**src/rtl/npc_pkg.sv**
```systemverilog
// Shared types and constants for the next-PC unit: FSM states, redirect causes, PC step.
package npc_pkg;

    typedef enum logic [1:0] {
        BOOT,
        RUN,
        HOLD,
        DSLOT
    } npc_state_t;

    typedef enum logic [2:0] {
        SEQ,
        BR,
        JMP,
        REG,
        EXC
    } npc_cause_t;

    localparam int unsigned PC_STEP = 4;

    function automatic logic is_misaligned(input logic [1:0] low_bits);
        return low_bits != 2'b00;
    endfunction

endpackage

```
**src/rtl/npc_target_calc.sv**
```systemverilog
// Combinational target generator: computes sequential, branch, jump, register and exception
// targets and picks one by fixed priority (exception > taken branch > J/JAL > JR/JALR > sequential).
module npc_target_calc
    import npc_pkg::*;
#(
    parameter int XLEN = 32
) (
    input  logic [XLEN-1:0] pc,
    input  logic [31:0]     inst,
    input  logic [XLEN-1:0] rs_val,
    input  logic [XLEN-1:0] exc_addr,
    input  logic            br_beq,
    input  logic            br_bne,
    input  logic            br_bgez,
    input  logic            zf,
    input  logic            sf,
    input  logic            j_j,
    input  logic            j_jal,
    input  logic            j_jr,
    input  logic            j_jalr,
    input  logic            exc_req,
    output logic [XLEN-1:0] sel_tgt,
    output npc_cause_t      cause
);

    logic [XLEN-1:0] seq_tgt;
    logic [XLEN-1:0] br_tgt;
    logic [XLEN-1:0] jmp_tgt;
    logic            taken;
    logic            unused_opcode;

    assign unused_opcode = ^inst[31:26];

    assign taken   = (br_beq & zf) | (br_bne & ~zf) | (br_bgez & (zf | ~sf));
    assign seq_tgt = pc + XLEN'(PC_STEP);
    assign br_tgt  = seq_tgt + {{(XLEN-18){inst[15]}}, inst[15:0], 2'b00};
    assign jmp_tgt = {pc[XLEN-1:28], inst[25:0], 2'b00};

    always_comb begin
        cause   = SEQ;
        sel_tgt = seq_tgt;
        if (exc_req) begin
            cause   = EXC;
            sel_tgt = exc_addr;
        end else if (taken) begin
            cause   = BR;
            sel_tgt = br_tgt;
        end else if (j_j | j_jal) begin
            cause   = JMP;
            sel_tgt = jmp_tgt;
        end else if (j_jr | j_jalr) begin
            cause   = REG;
            sel_tgt = rs_val;
        end
    end

endmodule

```
**src/rtl/next_pc_unit.sv**
```systemverilog
// Next-PC generator owning the PC register, with pending-redirect capture while the PC is held.
// Optional delay-slot behaviour is enabled by defining NPC_DELAY_SLOT_EN.
module next_pc_unit
    import npc_pkg::*;
#(
    parameter int          XLEN      = 32,
    parameter logic [31:0] RESET_VEC = 32'h0040_0000
) (
    input  logic            clk,
    input  logic            rst,
    input  logic            stall,
    input  logic [31:0]     inst,
    input  logic [XLEN-1:0] rs_val,
    input  logic [XLEN-1:0] exc_addr,
    input  logic            br_beq,
    input  logic            br_bne,
    input  logic            br_bgez,
    input  logic            zf,
    input  logic            sf,
    input  logic            j_j,
    input  logic            j_jal,
    input  logic            j_jr,
    input  logic            j_jalr,
    input  logic            exc_req,
    input  logic            if_ack,
    output logic [XLEN-1:0] pc_o,
    output logic            if_req,
    output logic            redirect_o,
    output logic            misalign_o
);

    npc_state_t      state;
    npc_cause_t      sel_cause;
    logic [XLEN-1:0] sel_tgt;
    logic [XLEN-1:0] pend_tgt;
    logic            pend_vld;
    logic            pend_is_exc;
    logic            advance;
    logic [XLEN-1:0] merged_tgt;
    logic            merged_vld;
    logic            merged_is_exc;
`ifdef NPC_DELAY_SLOT_EN
    logic [XLEN-1:0] ds_tgt;
`endif

    npc_target_calc #(.XLEN(XLEN)) u_target_calc (
        .pc       (pc_o),
        .inst     (inst),
        .rs_val   (rs_val),
        .exc_addr (exc_addr),
        .br_beq   (br_beq),
        .br_bne   (br_bne),
        .br_bgez  (br_bgez),
        .zf       (zf),
        .sf       (sf),
        .j_j      (j_j),
        .j_jal    (j_jal),
        .j_jr     (j_jr),
        .j_jalr   (j_jalr),
        .exc_req  (exc_req),
        .sel_tgt  (sel_tgt),
        .cause    (sel_cause)
    );

    assign advance = if_ack & ~stall & (state != BOOT);

    // A stored redirect beats the current one, except that an exception replaces a stored non-exception target.
    always_comb begin
        merged_vld    = 1'b0;
        merged_is_exc = 1'b0;
        merged_tgt    = sel_tgt;
        if (pend_vld) begin
            merged_vld = 1'b1;
            if (exc_req && !pend_is_exc) begin
                merged_is_exc = 1'b1;
                merged_tgt    = exc_addr;
            end else begin
                merged_is_exc = pend_is_exc;
                merged_tgt    = pend_tgt;
            end
        end else if (sel_cause != SEQ) begin
            merged_vld    = 1'b1;
            merged_is_exc = (sel_cause == EXC);
            merged_tgt    = sel_tgt;
        end
    end

    always_ff @(posedge clk) begin
        if (rst) begin
            state       <= BOOT;
            pc_o        <= XLEN'(RESET_VEC);
            if_req      <= 1'b0;
            redirect_o  <= 1'b0;
            misalign_o  <= 1'b0;
            pend_vld    <= 1'b0;
            pend_is_exc <= 1'b0;
            pend_tgt    <= '0;
`ifdef NPC_DELAY_SLOT_EN
            ds_tgt      <= '0;
`endif
        end else begin
            redirect_o <= 1'b0;
            misalign_o <= 1'b0;
            case (state)
                BOOT: begin
                    state  <= RUN;
                    if_req <= 1'b1;
                end
                RUN, HOLD: begin
                    if (advance) begin
                        pend_vld    <= 1'b0;
                        pend_is_exc <= 1'b0;
                        state       <= RUN;
`ifdef NPC_DELAY_SLOT_EN
                        if (merged_vld && !merged_is_exc) begin
                            pc_o   <= pc_o + XLEN'(PC_STEP);
                            ds_tgt <= merged_tgt;
                            state  <= DSLOT;
                        end else begin
                            pc_o       <= merged_tgt;
                            redirect_o <= merged_vld;
                            misalign_o <= merged_vld && is_misaligned(merged_tgt[1:0]);
                        end
`else
                        pc_o       <= merged_tgt;
                        redirect_o <= merged_vld;
                        misalign_o <= merged_vld && is_misaligned(merged_tgt[1:0]);
`endif
                    end else begin
                        state <= HOLD;
                        if (merged_vld) begin
                            pend_vld    <= 1'b1;
                            pend_tgt    <= merged_tgt;
                            pend_is_exc <= merged_is_exc;
                        end
                    end
                end
`ifdef NPC_DELAY_SLOT_EN
                // Delay slot has been fetched; the held target (or an exception) lands on the next advance.
                DSLOT: begin
                    if (advance) begin
                        pc_o       <= exc_req ? exc_addr : ds_tgt;
                        redirect_o <= 1'b1;
                        misalign_o <= is_misaligned(exc_req ? exc_addr[1:0] : ds_tgt[1:0]);
                        state      <= RUN;
                    end else if (exc_req) begin
                        ds_tgt <= exc_addr;
                    end
                end
`endif
                default: begin
                    state <= BOOT;
                end
            endcase
        end
    end

endmodule

```
**config.mk**
```make
export PLATFORM = sky130hd
export DESIGN_NAME = next_pc_unit
export DESIGN_NICKNAME = d
export VERILOG_FILES = /design/src/rtl/npc_pkg.sv /design/src/rtl/npc_target_calc.sv /design/src/rtl/next_pc_unit.sv
export SDC_FILE = /design/constraint.sdc
export NUM_CORES = 1
export LEC_CHECK = 0
export CAP_MARGIN = 30
export CORE_UTILIZATION = 52
export DETAILED_ROUTE_END_ITERATION = 10
export PLACE_DENSITY = 0.83
export SKIP_CTS_REPAIR_TIMING = 1
export SLEW_MARGIN = 30
export SYNTH_ARGS = -nofsm -noshare
export SYNTH_HDL_FRONTEND = slang
export SYNTH_SLANG_ARGS = --single-unit
```
**constraint.sdc**
```tcl
create_clock -name clk -period 4.6 [get_ports clk]
set_input_delay 0.92 -clock clk [delete_from_list [all_inputs] [get_ports clk]]
set_output_delay 0.92 -clock clk [all_outputs]
set_load 0.01 [all_outputs]
```
# Word-level counts from Yosys, hierarchy flattened
# Cells that the tools add are included.
[word_totals]
regBits = 71
input_bits = 110
out_inout_bits = 35
[op_classes]
addsub = 2
eq_ne = 4
mux = 21
bitwise_logic = 15
n_reduce_logical = 14
[ops]
columns = ["operator", "n"]
rows = [
  ["$mux 32", 6],
  ["$add 32x3->32 const B", 1],
  ["$add 32x32->32", 1],
  ["$mux 1", 9],
  ["$mux 3", 3],
  ["$reduce_and 3->1", 2],
  ["$reduce_bool 2->1", 3],
  ["$and 1x1->1", 5],
  ["$not 1->1", 5],
  ["$or 1x1->1", 5],
  ["$mux 2", 2],
  ["$pmux 2 s2", 1],
  ["$reduce_and 2->1", 2],
  ["$eq 3x3->1 const B", 1],
  ["$ne 3x1->1 const B", 1],
  ["$reduce_bool 3->1", 1],
  ["$reduce_or 3->1", 1],
  ["$eq 2x1->1 const B", 1],
  ["$eq 2x2->1 const B", 1],
  ["$logic_and 1x1->1", 2],
  ["$logic_not 2->1", 1],
  ["$reduce_or 2->1", 1],
  ["$logic_not 1->1", 1],
]

# Longest topological paths before layout
[depth]
ltp_word = 11
depth_mapped = 15
depth_no_buf = 14

# By module
# Synthesis repeated with hierarchy kept, for this count alone.
[hier_totals]
cells_unflattened = 911
area_unflattened_um2 = 7320.8
[modules_own_cells]
columns = ["module", "n_inst", "cells_per_inst", "area_each_um2"]
rows = [
  ["next_pc_unit", 1, 380, 3772.4],
  ["npc_target_calc", 1, 531, 3548.4],
]

# Least setup slack after synthesis
# Ideal clock, no wire load.
[synth_timing]
path_type = "register to register"
start = "reg pc_o[4]"
end = "reg pc_o[25]"
setup_time_ps = 137
t_arrival_ps = 3403
setup_slack_ps = 1059
path_stages_with_launch = 13
n_path_buf = 0
cell_sequence = "dfxtp_1 nand4_2 or4_1 nor2_1 xor2_1 ha_1 and3_1 and4_1 a2111oi_1 nor3b_1 or3_1 a31oi_1 a211oi_1"
[synth_between]
elab_chain_cells = 6
word_cells_on_any_way = 7
[synth_lines]
columns = ["element", "line", "source"]
rows = [
  ["start, declared", "next_pc_unit.sv:26", "output logic [XLEN-1:0] pc_o,"],
  ["start signal, assigned", "next_pc_unit.sv:91", "pc_o <= XLEN'(RESET_VEC);"],
  ["start signal, assigned", "next_pc_unit.sv:125", "pc_o <= merged_tgt;"],
  ["$add 32x3->32 (*)", "npc_target_calc.sv:35", "assign seq_tgt = pc + XLEN'(PC_STEP);"],
  ["branches (longest 2 deep; another with $add 32x32->32)", "-", ""],
  ["$mux 32 (*)", "npc_target_calc.sv:45", "end else if (taken) begin"],
  ["$mux 32 (*)", "npc_target_calc.sv:42", "if (exc_req) begin"],
  ["$mux 32 (*)", "next_pc_unit.sv:72", "if (pend_vld) begin"],
]
# Mark *: on every way between the ends.
# A chain may end at the register's enable or synchronous reset.

# Worst setup path in the final report
[layout_timing]
start = "reg pc_o[2]"
end = "reg pend_tgt[31]"
[layout_between]
elab_chain_cells = 6
word_cells_on_any_way = 7
[layout_lines]
columns = ["element", "line", "source"]
rows = [
  ["$add 32x3->32 (*)", "npc_target_calc.sv:35", ""],
  ["branches (longest 2 deep; another with $add 32x32->32)", "-", ""],
  ["$mux 32 (*)", "npc_target_calc.sv:45", ""],
  ["$mux 32 (*)", "npc_target_calc.sv:42", ""],
  ["$mux 32 (*)", "next_pc_unit.sv:72", ""],
  ["end signal, assigned", "next_pc_unit.sv:133", "pend_tgt <= merged_tgt;"],
  ["end, declared", "next_pc_unit.sv:35", "logic [XLEN-1:0] pend_tgt;"],
]
# Marked as above.

==> qor.csv <==
stage,metric,value,unit
timing,Tightest Pin Transition,0.861,ns
setup_path,crit-path max FO,9,
global_route,Total Routing Usage GR,36.9,%
clocking,CTS tree,yes,
setup_path,CP max-delay cell,dfxtp_1,
setup_path,Setup CP Type,reg2reg,
hold_path,Tightest Hold Check Type,reg2reg,
floorplan,Chip Height,112,um
logic_synthesis,Post-synth EDFFs,0,
final_layout,area occupied by registers,1420,um2
flow_run,MaxCap Viol Count,0,
floorplan,number of I/O pins,145,
drt,routed len/inst,21.0,um
setup_path,crit-path max cell delay,0.53,ns
logic_synthesis,Syn. warnings,0,
timing,slew margin rel.,42.4,%
clocking,Sink Count,71,
hold_path,hold path depth,2,
placement,Port Buf Inserts,138,
timing,Final Max Tran Viols,0,
final_layout,Area Overhead vs Synth,29.9,%
setup_path,CP cell instances,"ha_1, inv_1, nor4_4, nand3_1, xnor2_1, ha_1, a21oi_1, o21a_1, nor4bb_1, o211ai_1, a31oi_1, xnor2_1, o21ai_0, o21ai_0",
logic_synthesis,Mean Syn Cell Area,7.32,um2
timing,final worst-path cycle share,93.0,%
setup_path,CP Depth,14,
global_route,first-pass GRT wire length,35500,um
drt,Initial DRT Pass Iterations,11,
logic_synthesis,ys flop type,dfxtp_1,
timing,Clock Skews,0.00433,ns
outcome,outcome,finished with violations,
floorplan,die area,12400,um2
timing,final hold violation count,0,
floorplan,CORE AREA,11600,um2
logic_synthesis,Synth Net Count,1002,
setup_path,WP buf/inv,1,
clocking,Num CTS Buffers,9,
logic_synthesis,count of different cell masters after synthesis,74,
setup_path,"delay-heaviest family, CP",compound AO/OA/AOI/OAI gates,
setup_path,Critical Path Start Type,register,
final_layout,Fillers,938,
power_and_ir_drop,clock share of power,20.4,%
timing,post-layout min period,4.28,ns
power_and_ir_drop,Leak Pwr,3.08,nW
power_and_ir_drop,combinational fraction of design power,50.8,%
setup_path,CP Capture Type,register,
timing,setup_tns,0,ns
logic_synthesis,synthesized area,6230,um2
outcome,failing checks,design-rule violations,
floorplan,Core Rows,39,
floorplan,Initial Util,53.9,%
timing,unrepaired setup endpoints after global routing,no,
drt,via count,7354,
timing,final setup fails,0,
drt,Post-Route WL,23600,um
logic_synthesis,Mapped Cells,852,
clocking,Clock Pin Slew Worst Setup and Hold Paths,0.06,ns
clocking,H-tree depth,3,
global_route,number of global-route vias before repair,6587,
logic_synthesis,sequential-to-total area share from yosys stat,22.8,%
global_route,initial antenna violation count,0,
global_route,largest net degree at the start of global routing,39,
setup_path,R2R depth,14,
global_route,total congestion overflow,0,
timing,final worst setup slack,0.320,ns
final_layout,ANT cells,0,
logic_synthesis,number of synthesized register bits,71,
logic_synthesis,"top cells by area, synth","dfxtp_1 (23%), ha_1 (7.8%), a21oi_1 (6.7%)",
logic_synthesis,Async SR Flop Fraction,0,%
power_and_ir_drop,cell-internal power,1.84,mW
floorplan,Die Wd,112,um
placement,hpwl dp,17600,um
drt,# DRC,3,
setup_path,CP arrival,4.50,ns
final_layout,layout cell share with drive strength beyond 1,6.00,%
power_and_ir_drop,power per cell area,402,nW/um2
placement,Routability Congestion,0.959,
logic_synthesis,top cell type's share of synthesized area,22.8,%
final_layout,fin nets,1128,
setup_path,Worst EP required,4.82,ns
logic_synthesis,Synth area leader,dfxtp_1,
power_and_ir_drop,maximum VDD drop,0.490,mV
power_and_ir_drop,Seq pwr share,28.8,%
clocking,worst-case clock buffer depth,2,
clocking,clock root cell,clkbuf_16,
clocking,Clock Latency Late Sink,0.34,ns
drt,DRT iter0 DRCs,887,
drt,via/cell ratio,6.53,
placement,Placement Setup Slack,0.401,ns
final_layout,footprint of the multi-input gates,4600,um2
drt,DRT antenna net count,0,
power_and_ir_drop,switch share,43.5,%
power_and_ir_drop,switching power total,1.42,mW
timing,Max Fclk,0.234,GHz
cells in the mapped netlist (9+ instances only):
library cell  instances
nand4_1              14
nor2b_1               9
ha_1                 39
a21oi_1              84
dfxtp_1              71
o21ai_0              68
a31oi_1               9
nor2_1               84
nor3_1               20
inv_1                12
xnor2_1              34
a211oi_1             24
nand2_1              97
o21a_1               11
a311oi_1             11
o22ai_1              21
clkbuf_1             43
and3_1                9
nand3_1              19
xor2_1               15
a21o_1               12
nand3b_1             16
power groups by stage:
stage	logic [mW]	clock network [mW]	registers [mW]
after floorplan	1.03	0	0.914
after global placement	1.56	0	0.936
after detailed placement	1.59	0	0.942
after CTS	1.60	0.664	0.929
after global routing	1.78	0.685	0.955
final	1.65	0.664	0.938
area by class of cell:
type                       instances  area share (%)
sequential                        71            17.5
timing repair buffer             163            19.4
inverter                          12           0.556
clock buffer                      11            3.12
tap                              143            2.21
clock inverter                     5           0.402
multi-input combinational        721            56.8
stage by stage:
| stage | instances | util (%) | power [mW] | hold WS, ns | area [um2] |
|---|---|---|---|---|---|
| final | 1126 | 70.1 | 3.25 | 0.461 | 8100 |
| after global placement | 1109 | 67.5 | 2.50 | 0.442 | 7800 |
| after floorplan | 852 | - | 1.95 | 0.436 | 6230 |
| after CTS | 1125 | 69.9 | 3.19 | 0.455 | 8090 |
| after detailed placement | 1109 | 67.5 | 2.53 | 0.447 | 7800 |
| after global routing | 1126 | 70.1 | 3.42 | 0.464 | 8100 |
logic make-up (layout without fill, tap and decap cells):
group                      Yosys count  count (layout)  synth area share [%]
AOI/OAI and AO/OA                  309             309                  31.8
xor gates and xnor gates            50              50                  7.14
adders and majority gates           40              40                  8.15
buffers and inverters               60             191                  3.65
DFF                                 71              71                  22.8
muxes                                8               8                  1.30
and+or+nand+nor                    314             314                  25.2
state kept, by name, indices dropped and copies added, names as in the netlist:
signal,count
misalign_o,1
pc_o,32
pend_vld,1
pend_tgt,32
state,2
redirect_o,1
if_req,1
pend_is_exc,1
worst paths after layout:
path | from | slack [ns] | endpoint
worst max-delay path | pc_o[2] | 0.32 | pend_tgt[31]
worst max register to register | pc_o[2] | 0.32 | pend_tgt[31]
worst min register to register | pend_tgt[26] | 0.46 | pend_tgt[26]
worst min-delay path | pend_tgt[26] | 0.46 | pend_tgt[26]
cell usage in the layout, fill, tap and decap left out, types with 12 or more instances in the layout:
master           synthesis  routed
a211oi_1                24      24
a21o_1                  12      12
a21oi_1                 84      83
buf_4                    0      24
clkdlybuf4s50_1          0     137
dfxtp_1                 71      71
ha_1                    39      39
inv_1                   12      12
nand2_1                 97      97
nand3_1                 19      19
nand3b_1                16      16
nand4_1                 14      14
nor2_1                  84      83
nor3_1                  20      20
o21ai_0                 68      68
o22ai_1                 21      21
xnor2_1                 34      34
xor2_1                  15      15
per-layer routing:
metal  global-route usage [%]  vias up  routed length, um
met5                        0        -                  0
met1                     50.5     3390               9790
li1                         -     3444                  -
met2                     57.3      457              10300
met3                     6.64       63               2780
met4                     15.2        0                775
tightest hold or removal path, stage by stage, from the launching register on:
cell,delay (ns)
dfxtp_1,0.31
nand2_1,0.05
a21oi_1,0.06
Note: power is estimated with default switching activity, not from simulation.
